<file path="config.mk">
export PLATFORM = sky130hd
export DESIGN_NAME = ram_16x8_flat
export DESIGN_NICKNAME = d
export VERILOG_FILES = /design/src/rtl/ram_16x8_if.sv /design/src/rtl/ram_16x8.sv /design/src/flat_wrapper.sv
export SDC_FILE = /design/constraint.sdc
export NUM_CORES = 1
export LEC_CHECK = 0
export BUFFER_PORTS_ARGS = -buffer_cell sky130_fd_sc_hd__buf_2
export CORE_AREA = 2 2 97 123
export DETAILED_ROUTE_END_ITERATION = 6
export DIE_AREA = 0 0 99 125
export GPL_ROUTABILITY_DRIVEN = 0
export GPL_TIMING_DRIVEN = 0
export PLACE_DENSITY = 0.83
export SKIP_LAST_GASP = 1
export SLEW_MARGIN = 20
export SYNTH_ARGS = -nofsm -noshare
export SYNTH_HDL_FRONTEND = slang
export SYNTH_SLANG_ARGS = --single-unit
export TNS_END_PERCENT = 50
</file>
<file path="constraint.sdc">
create_clock -name clk -period 3.6 [get_ports clk]
set_input_delay 0.36 -clock clk [delete_from_list [all_inputs] [get_ports clk]]
set_output_delay 0.36 -clock clk [all_outputs]
set_load 0.05 [all_outputs]
</file>
<file path="src/rtl/ram_16x8_if.sv">
// CPU bus and program-loader signals between the
// controller side (master) and ram_16x8 (slave).
interface ram_16x8_if #(
  parameter int ADDR_W = 4,
  parameter int DATA_W = 8
);
  logic [ADDR_W-1:0] addr;
  logic [DATA_W-1:0] d_in;
  logic              ri;
  logic              ro;
  logic [DATA_W-1:0] ram_out;
  logic              rd_valid;
  logic              prog;
  logic              ld_valid;
  logic [DATA_W-1:0] ld_data;
  logic              ld_ready;
  logic [ADDR_W:0]   ld_count;
  logic              ld_done;
  logic              busy;

  modport master (
    output addr, d_in, ri, ro,
    output prog, ld_valid, ld_data,
    input  ram_out, rd_valid,
    input  ld_ready, ld_count,
    input  ld_done, busy
  );

  modport slave (
    input  addr, d_in, ri, ro,
    input  prog, ld_valid, ld_data,
    output ram_out, rd_valid,
    output ld_ready, ld_count,
    output ld_done, busy
  );
endinterface

</file>
<file path="src/rtl/ram_16x8.sv">
// 16x8 RAM behind the MAR with registered reads and a
// valid/ready program loader that fills words from 0.
module ram_16x8 #(
  parameter int ADDR_W = 4,
  parameter int DATA_W = 8,
  parameter int DEPTH  = 2**ADDR_W
) (
  input  logic      clk,
  input  logic      clr,
  ram_16x8_if.slave bus
);
  localparam int CNT_W = ADDR_W + 1;

  typedef enum logic [1:0] {
    RUN  = 2'd0,
    LOAD = 2'd1,
    DONE = 2'd2
  } state_e;

  state_e            state_q, state_d;
  logic [ADDR_W-1:0] ptr_q, ptr_d;
  logic [CNT_W-1:0]  cnt_q, cnt_d;
  logic [DATA_W-1:0] out_q, out_d;
  logic              rdv_q, rdv_d;
  logic [DATA_W-1:0] mem_q [DEPTH];

  logic              we;
  logic [ADDR_W-1:0] waddr;
  logic [DATA_W-1:0] wdata;

  always_comb begin
    state_d = state_q;
    ptr_d   = ptr_q;
    cnt_d   = cnt_q;
    out_d   = out_q;
    rdv_d   = 1'b0;
    we      = 1'b0;
    waddr   = bus.addr;
    wdata   = bus.d_in;
    unique case (state_q)
      RUN: begin
        if (bus.ri) begin
          we = 1'b1;
        end else if (bus.ro) begin
          out_d = mem_q[bus.addr];
          rdv_d = 1'b1;
        end
        if (bus.prog) begin
          state_d = LOAD;
          ptr_d   = '0;
          cnt_d   = '0;
        end
      end
      LOAD: begin
        // prog drop wins over a same-cycle accept
        if (!bus.prog) begin
          state_d = RUN;
        end else if (bus.ld_valid) begin
          we    = 1'b1;
          waddr = ptr_q;
          wdata = bus.ld_data;
          cnt_d = cnt_q + CNT_W'(1);
          if (cnt_q == CNT_W'(DEPTH - 1)) begin
            state_d = DONE;
          end else begin
            ptr_d = ptr_q + ADDR_W'(1);
          end
        end
      end
      DONE: begin
        if (!bus.prog) state_d = RUN;
      end
      default: state_d = RUN;
    endcase
  end

  always_ff @(posedge clk) begin
    if (clr) begin
      state_q <= RUN;
      ptr_q   <= '0;
      cnt_q   <= '0;
      out_q   <= '0;
      rdv_q   <= 1'b0;
      for (int i = 0; i < DEPTH; i++) begin
        mem_q[i] <= '0;
      end
    end else begin
      state_q <= state_d;
      ptr_q   <= ptr_d;
      cnt_q   <= cnt_d;
      out_q   <= out_d;
      rdv_q   <= rdv_d;
      if (we) mem_q[waddr] <= wdata;
    end
  end

  assign bus.ram_out  = out_q;
  assign bus.rd_valid = rdv_q;
  assign bus.ld_count = cnt_q;
  assign bus.ld_ready = (state_q == LOAD);
  assign bus.ld_done  = (state_q == DONE);
  assign bus.busy     = (state_q != RUN);
endmodule
</file>
<file path="src/flat_wrapper.sv">
// flat-port wrapper written by rule: the top's interface ports become plain ports
module ram_16x8_flat 
#(
  parameter int ADDR_W = 4,
  parameter int DATA_W = 8,
  parameter int DEPTH  = 2**ADDR_W
)
  (clk, clr, bus_addr, bus_d_in, bus_ri, bus_ro, bus_prog, bus_ld_valid, bus_ld_data, bus_ram_out, bus_rd_valid, bus_ld_ready, bus_ld_count, bus_ld_done, bus_busy);
  ram_16x8_if #(.ADDR_W(ADDR_W), .DATA_W(DATA_W)) bus_i ();
  input  logic clk;
  input  logic clr;
  input wire logic [$bits(bus_i.addr)-1:0] bus_addr;
  input wire logic [$bits(bus_i.d_in)-1:0] bus_d_in;
  input wire logic [$bits(bus_i.ri)-1:0] bus_ri;
  input wire logic [$bits(bus_i.ro)-1:0] bus_ro;
  input wire logic [$bits(bus_i.prog)-1:0] bus_prog;
  input wire logic [$bits(bus_i.ld_valid)-1:0] bus_ld_valid;
  input wire logic [$bits(bus_i.ld_data)-1:0] bus_ld_data;
  output wire logic [$bits(bus_i.ram_out)-1:0] bus_ram_out;
  output wire logic [$bits(bus_i.rd_valid)-1:0] bus_rd_valid;
  output wire logic [$bits(bus_i.ld_ready)-1:0] bus_ld_ready;
  output wire logic [$bits(bus_i.ld_count)-1:0] bus_ld_count;
  output wire logic [$bits(bus_i.ld_done)-1:0] bus_ld_done;
  output wire logic [$bits(bus_i.busy)-1:0] bus_busy;
  assign bus_i.addr = bus_addr;
  assign bus_i.d_in = bus_d_in;
  assign bus_i.ri = bus_ri;
  assign bus_i.ro = bus_ro;
  assign bus_i.prog = bus_prog;
  assign bus_i.ld_valid = bus_ld_valid;
  assign bus_i.ld_data = bus_ld_data;
  assign bus_ram_out = bus_i.ram_out;
  assign bus_rd_valid = bus_i.rd_valid;
  assign bus_ld_ready = bus_i.ld_ready;
  assign bus_ld_count = bus_i.ld_count;
  assign bus_ld_done = bus_i.ld_done;
  assign bus_busy = bus_i.busy;
  ram_16x8 #(.ADDR_W(ADDR_W), .DATA_W(DATA_W), .DEPTH(DEPTH)) u_core (.clk(clk), .clr(clr), .bus(bus_i));
endmodule
</file>
==> Word-level counts from Yosys, hierarchy flattened <==
Memory sizes are Yosys's and may differ from the RTL's. A register that Yosys moved wholly into a read port is not among the register bits.
Cells that the tools add are included.
{ "word_totals": {"regBits": 12, "ramBits": 128, "inputBits": 26, "output_inout_bits": 17, "wordCells": 62, "mem_count": 1} }
{ "mem_list": {"columns": ["memory", "depth", "width", "read_ports", "rd_clocked_by_memory_dff", "write_ports", "line", "source"], "rows": [
  ["u_core.mem_q", 16, 8, 1, 1, 16, "ram_16x8.sv:25", "logic [DATA_W-1:0] mem_q [DEPTH];"]
]} }
{ "op_classes": {"n_addsub": 2, "n_eq_ne": 10, "muxes": 34, "n_bitwise": 2, "n_reduce_logical": 9} }
{ "op_table": {"columns": ["operator", "n"], "rows": [
  ["2-to-1 mux 4 bit", 8],
  ["2-to-1 mux 8 bit", 4],
  ["2-to-1 mux 5 bit", 3],
  ["2-to-1 mux 1 bit", 10],
  ["2-to-1 mux 2 bit", 5],
  ["inequality test 2 bit, second input constant", 5],
  ["case mux 5 bit (2 select lines)", 1],
  ["case mux 4 bit (2 select lines)", 1],
  ["AND reduction 4 bit", 2],
  ["OR reduction 8 bit", 1],
  ["case mux 2 bit (3 select lines)", 1],
  ["adder 5 x 1 -> 5 bit, second input constant", 1],
  ["== test 5 x 4 -> 1 bit, second input constant", 1],
  ["AND reduction 5 bit", 1],
  ["adder 4 x 1 -> 4 bit, second input constant", 1],
  ["nonzero test 2 bit", 2],
  ["inequality test 3 x 2 -> 1 bit, second input constant", 1],
  ["inequality test 3 bit, second input constant", 1],
  ["AND reduction 3 bit", 1],
  ["OR reduction 3 bit", 1],
  ["== test 2 x 1 -> 1 bit, second input constant", 1],
  ["== test 2 bit, second input constant", 1],
  ["zero test 2 bit", 1],
  ["inverter 1 bit", 2],
  ["case mux 1 bit (2 select lines)", 1]
]} }

==> Depth between registers and ports, before layout <==
{ "logic_depth": {"word_depth": 8, "ltp_mapped": 8, "ltp_nobuf": 7} }

==> Least setup slack after synthesis <==
OpenSTA, ideal clock, no wires.
{ "synth_path": {"path_kind": "register to register", "from": "register u_core.state_q[1]", "to": "memory u_core.mem_q[11][0], enable pin", "setup_time_ns": 0.375, "t_arrival_ns": 1.890, "required_ns": 3.225, "setup_slack_ns": 1.335, "stages_incl_launch_ff": 9, "path_buffers": 4, "synth_period_minus_slack_ns": 2.265, "path_cell_list": "dfxtp_1 > buf_6 > nand4b_1 > buf_6 > mux2i_2 > or2_1 > buf_2 > buf_6 > o21bai_1"} }
{ "synth_lines": {"columns": ["item", "line", "source"], "rows": [
  ["from (decl)", "ram_16x8.sv:20", "state_e state_q, state_d;"],
  ["from (signal assigned)", "ram_16x8.sv:88", "state_q <= state_d;"],
  ["to (decl)", "ram_16x8.sv:25", null]
]} }

==> metrics.txt <==
Setup crit end kind flip-flop; Filler cells 673; Async SR Flop Fraction 0; global route overflow 0; Worst EP required between 3 and 4 ns; sequential area share after synthesis 0.592; initial antenna violation count 1; CP Buf/Inv Count 3; DRT antenna net count 0; Final WS setup ~0.67 ns; drt drc 0; Final Core Density 0.725; CP max FO 10; worst slew pin tran around 1.0 ns; combinational share of power 0.094; Post-DP HPWL between 10000 and 15000 um; Die Wd between 90 and 100 um; period utilization 0.813; routed vias between 4k and 5k; Max-cap violations 0; Max-slew headroom 0.325; Post-Syn Instances about 510; vias in the first global route 4969; peak supply drop 0.344 mV; NetSw about 0.0010 W; Slew Limit Fails 0; # rows 44; layout cells sized above 1 0.344; post-layout min period approximately 3 ns; switch share 0.238; crit start category flip-flop; post-synth top area share 0.537; Mapped Avg Cell Area 14.1 um2; Seq cells post-synth between 100 and 150; worst-path cell chain buf_6 -> nand4b_1 -> buf_6 -> mux2i_2 -> nand2_1 -> clkbuf_1 -> o21bai_1; max incr delay on CP ~0.86 ns; Core Region ~11000 um2; placed cell count 684; post-CTS setup repair buffer count 0; Flop pwr share 0.460; clock skew between 0.007 and 0.008 ns; r2r startpoint u_core.state_q[1]; critical path startpoint u_core.state_q[1]; power per cell area slightly above 500 nW/um2; Setup Total Neg Slack 0 ns; H-tree depth 4; first-pass GRT wire length ~28000 um; Ys Warns 0; EDFF count, synth 128; Worst Setup Path Type flip-flop to flip-flop; Critical-path top delay cell o21bai_1; Main synth FF type edfxtp_1; P_int approximately 0.0032 W; status finished clean; final hold vios 0; GR peak layer met2; router iterations before antenna repair 6; number of clock sinks between 100 and 150; post-CTS sizing 0; CTS Buf Count 17; Max clock buf depth 2; met3 Use GR 0.0883; Finished Layout Cells a little over 700; Tot GR Track Use 0.307; most frequent CP cell buf_6; Netlist cell types 44; drt total wl 18300 um; Crit path max-delay family compound AO/OA/AOI/OAI gates; Worst Path Arrival 2.98 ns; critical path depth 7; worst slack at placement ~0.7 ns; cell taking the most area after synthesis edfxtp_1; clk slew on worst S/H paths around 0.06 ns; met2 Usage GRT 0.499; Via density 6.85; worst skew pair latency ~0.43 ns; Clock Tree Root clkbuf_16; WL/cell between 20 and 30 um; fmax between 0.3 and 0.4 GHz; Initial Util 0.635; largest net degree at the start of global routing 17; met1 GRT Util 0.373; Die Ht about 130 um; Reg2Reg Setup Slack approximately 0.67 ns; cts hold-fix bufs 0; Clock power frac 0.446; worst reg2reg endpoint u_core.mem_q[8][0]; number of diodes 0; Mapped Area approximately 7200 um2; Static Leak 2.88 nW; RSZ-0062 raised after global routing false; syn_nets about 540; CTS tree built; Port Buf Inserts 38; Final setup viols 0; top cells by area, synth edfxtp_1 54%, nor3_1 7.7%, dfxtp_1 5.6%; drt first-iter violations 603; R2R depth 7; Worst Hold Class input pin to flip-flop; die footprint ~12000 um2; I/O pins 43; # nets final slightly below 600; CP endpoint u_core.mem_q[8][0]; area grow syn2layout 14.2%
## logic make-up after synthesis
| family | count (synthesis) | share of synthesized area |
|---|---|---|
| compound gates | 41 | 0.0452 |
| xor+xnor | 4 | 0.00489 |
| fa+ha+maj | 3 | 0.00524 |
| buf+inv | 57 | 0.0491 |
| flops | 148 | 0.592 |
| mux | 62 | 0.146 |
| simple gates | 193 | 0.157 |
## routing by layer
layer,wire (um),vias to the layer above
li1,-,2092
met5,13,-
met3,2050,79
met1,6170,2332
met2,9150,399
met4,957,2
## area by class of cell
cell class | count | area (um2) | share of cell area
plain buffers | 54 | 340 | 0.0416
clock buffers | 22 | 551 | 0.0673
clock inverters | 10 | 105 | 0.0128
inverters | 3 | 11.3 | 0.00138
multi-input cells | 303 | 2570 | 0.314
flip-flops and latches | 148 | 4240 | 0.519
well taps | 138 | 173 | 0.0211
repair buffers | 38 | 190 | 0.0232
## power by group through the flow
stage / clock network (W) / registers (W) / logic (W)
global route: 0.00194 / 0.00195 / 0.000414
floorplan: 0 / 0.00199 / 0.000249
detailed placement: 0 / 0.00198 / 0.000385
finish: 0.00189 / 0.00195 / 0.000398
CTS: 0.00188 / 0.00195 / 0.000391
global placement: 0 / 0.00197 / 0.000376
## placed cells by master, fill, tap and decap left out, types with 7 or more instances in the layout
| cell type | instances |
|---|---|
| edfxtp_1 | 128 |
| nor3_2 | 26 |
| nor2_1 | 19 |
| clkbuf_16 | 22 |
| o21bai_1 | 16 |
| clkinv_4 | 7 |
| nand2_1 | 7 |
| mux2i_2 | 10 |
| mux4_1 | 12 |
| mux2_2 | 26 |
| nor3_1 | 110 |
| mux4_2 | 12 |
| buf_4 | 7 |
| buf_2 | 69 |
| o22ai_1 | 8 |
| a221o_1 | 8 |
| dfxtp_1 | 20 |
## sequential cells by signal, indices dropped and copies added, names as in the netlist
name / cells
u_core.state_q: 2
u_core.bus.ram_out: 8
u_core.ptr_q: 4
u_core.bus.ld_count: 5
u_core.mem_q: 128
u_core.bus.rd_valid: 1
## worst min-delay path by stage
stage	from	endpoint	slack, ns	cells past startpoint
CTS	bus_ld_valid	u_core.state_q[0]	0.19	2
detailed placement	u_core.bus.ram_out[6]	u_core.bus.ram_out[6]	0.47	1
floorplan	u_core.ptr_q[1]	u_core.ptr_q[1]	0.47	2
global placement	u_core.bus.ram_out[3]	u_core.bus.ram_out[3]	0.47	1
global route	bus_ld_valid	u_core.state_q[0]	0.21	2
finish	bus_ld_valid	u_core.state_q[0]	0.19	2
## metrics by stage
stage | hold slack (ns) | area, um2 | total power [W]
floorplan | 0.468 | 7160 | 0.00224
global placement | 0.470 | 7530 | 0.00235
detailed placement | 0.471 | 7530 | 0.00237
CTS | 0.187 | 8180 | 0.00421
global route | 0.210 | 8180 | 0.00431
finish | 0.194 | 8180 | 0.00423
## synth_stat cells (8+ instances only)
cell	instances
mux2_2	26
a221o_1	8
edfxtp_1	128
nor3_2	26
nor3_1	110
dfxtp_1	20
o22ai_1	8
mux4_2	12
nor2_1	19
o21bai_1	16
mux4_1	12
mux2i_2	10
buf_2	31
(Power assumes the default switching activity.)
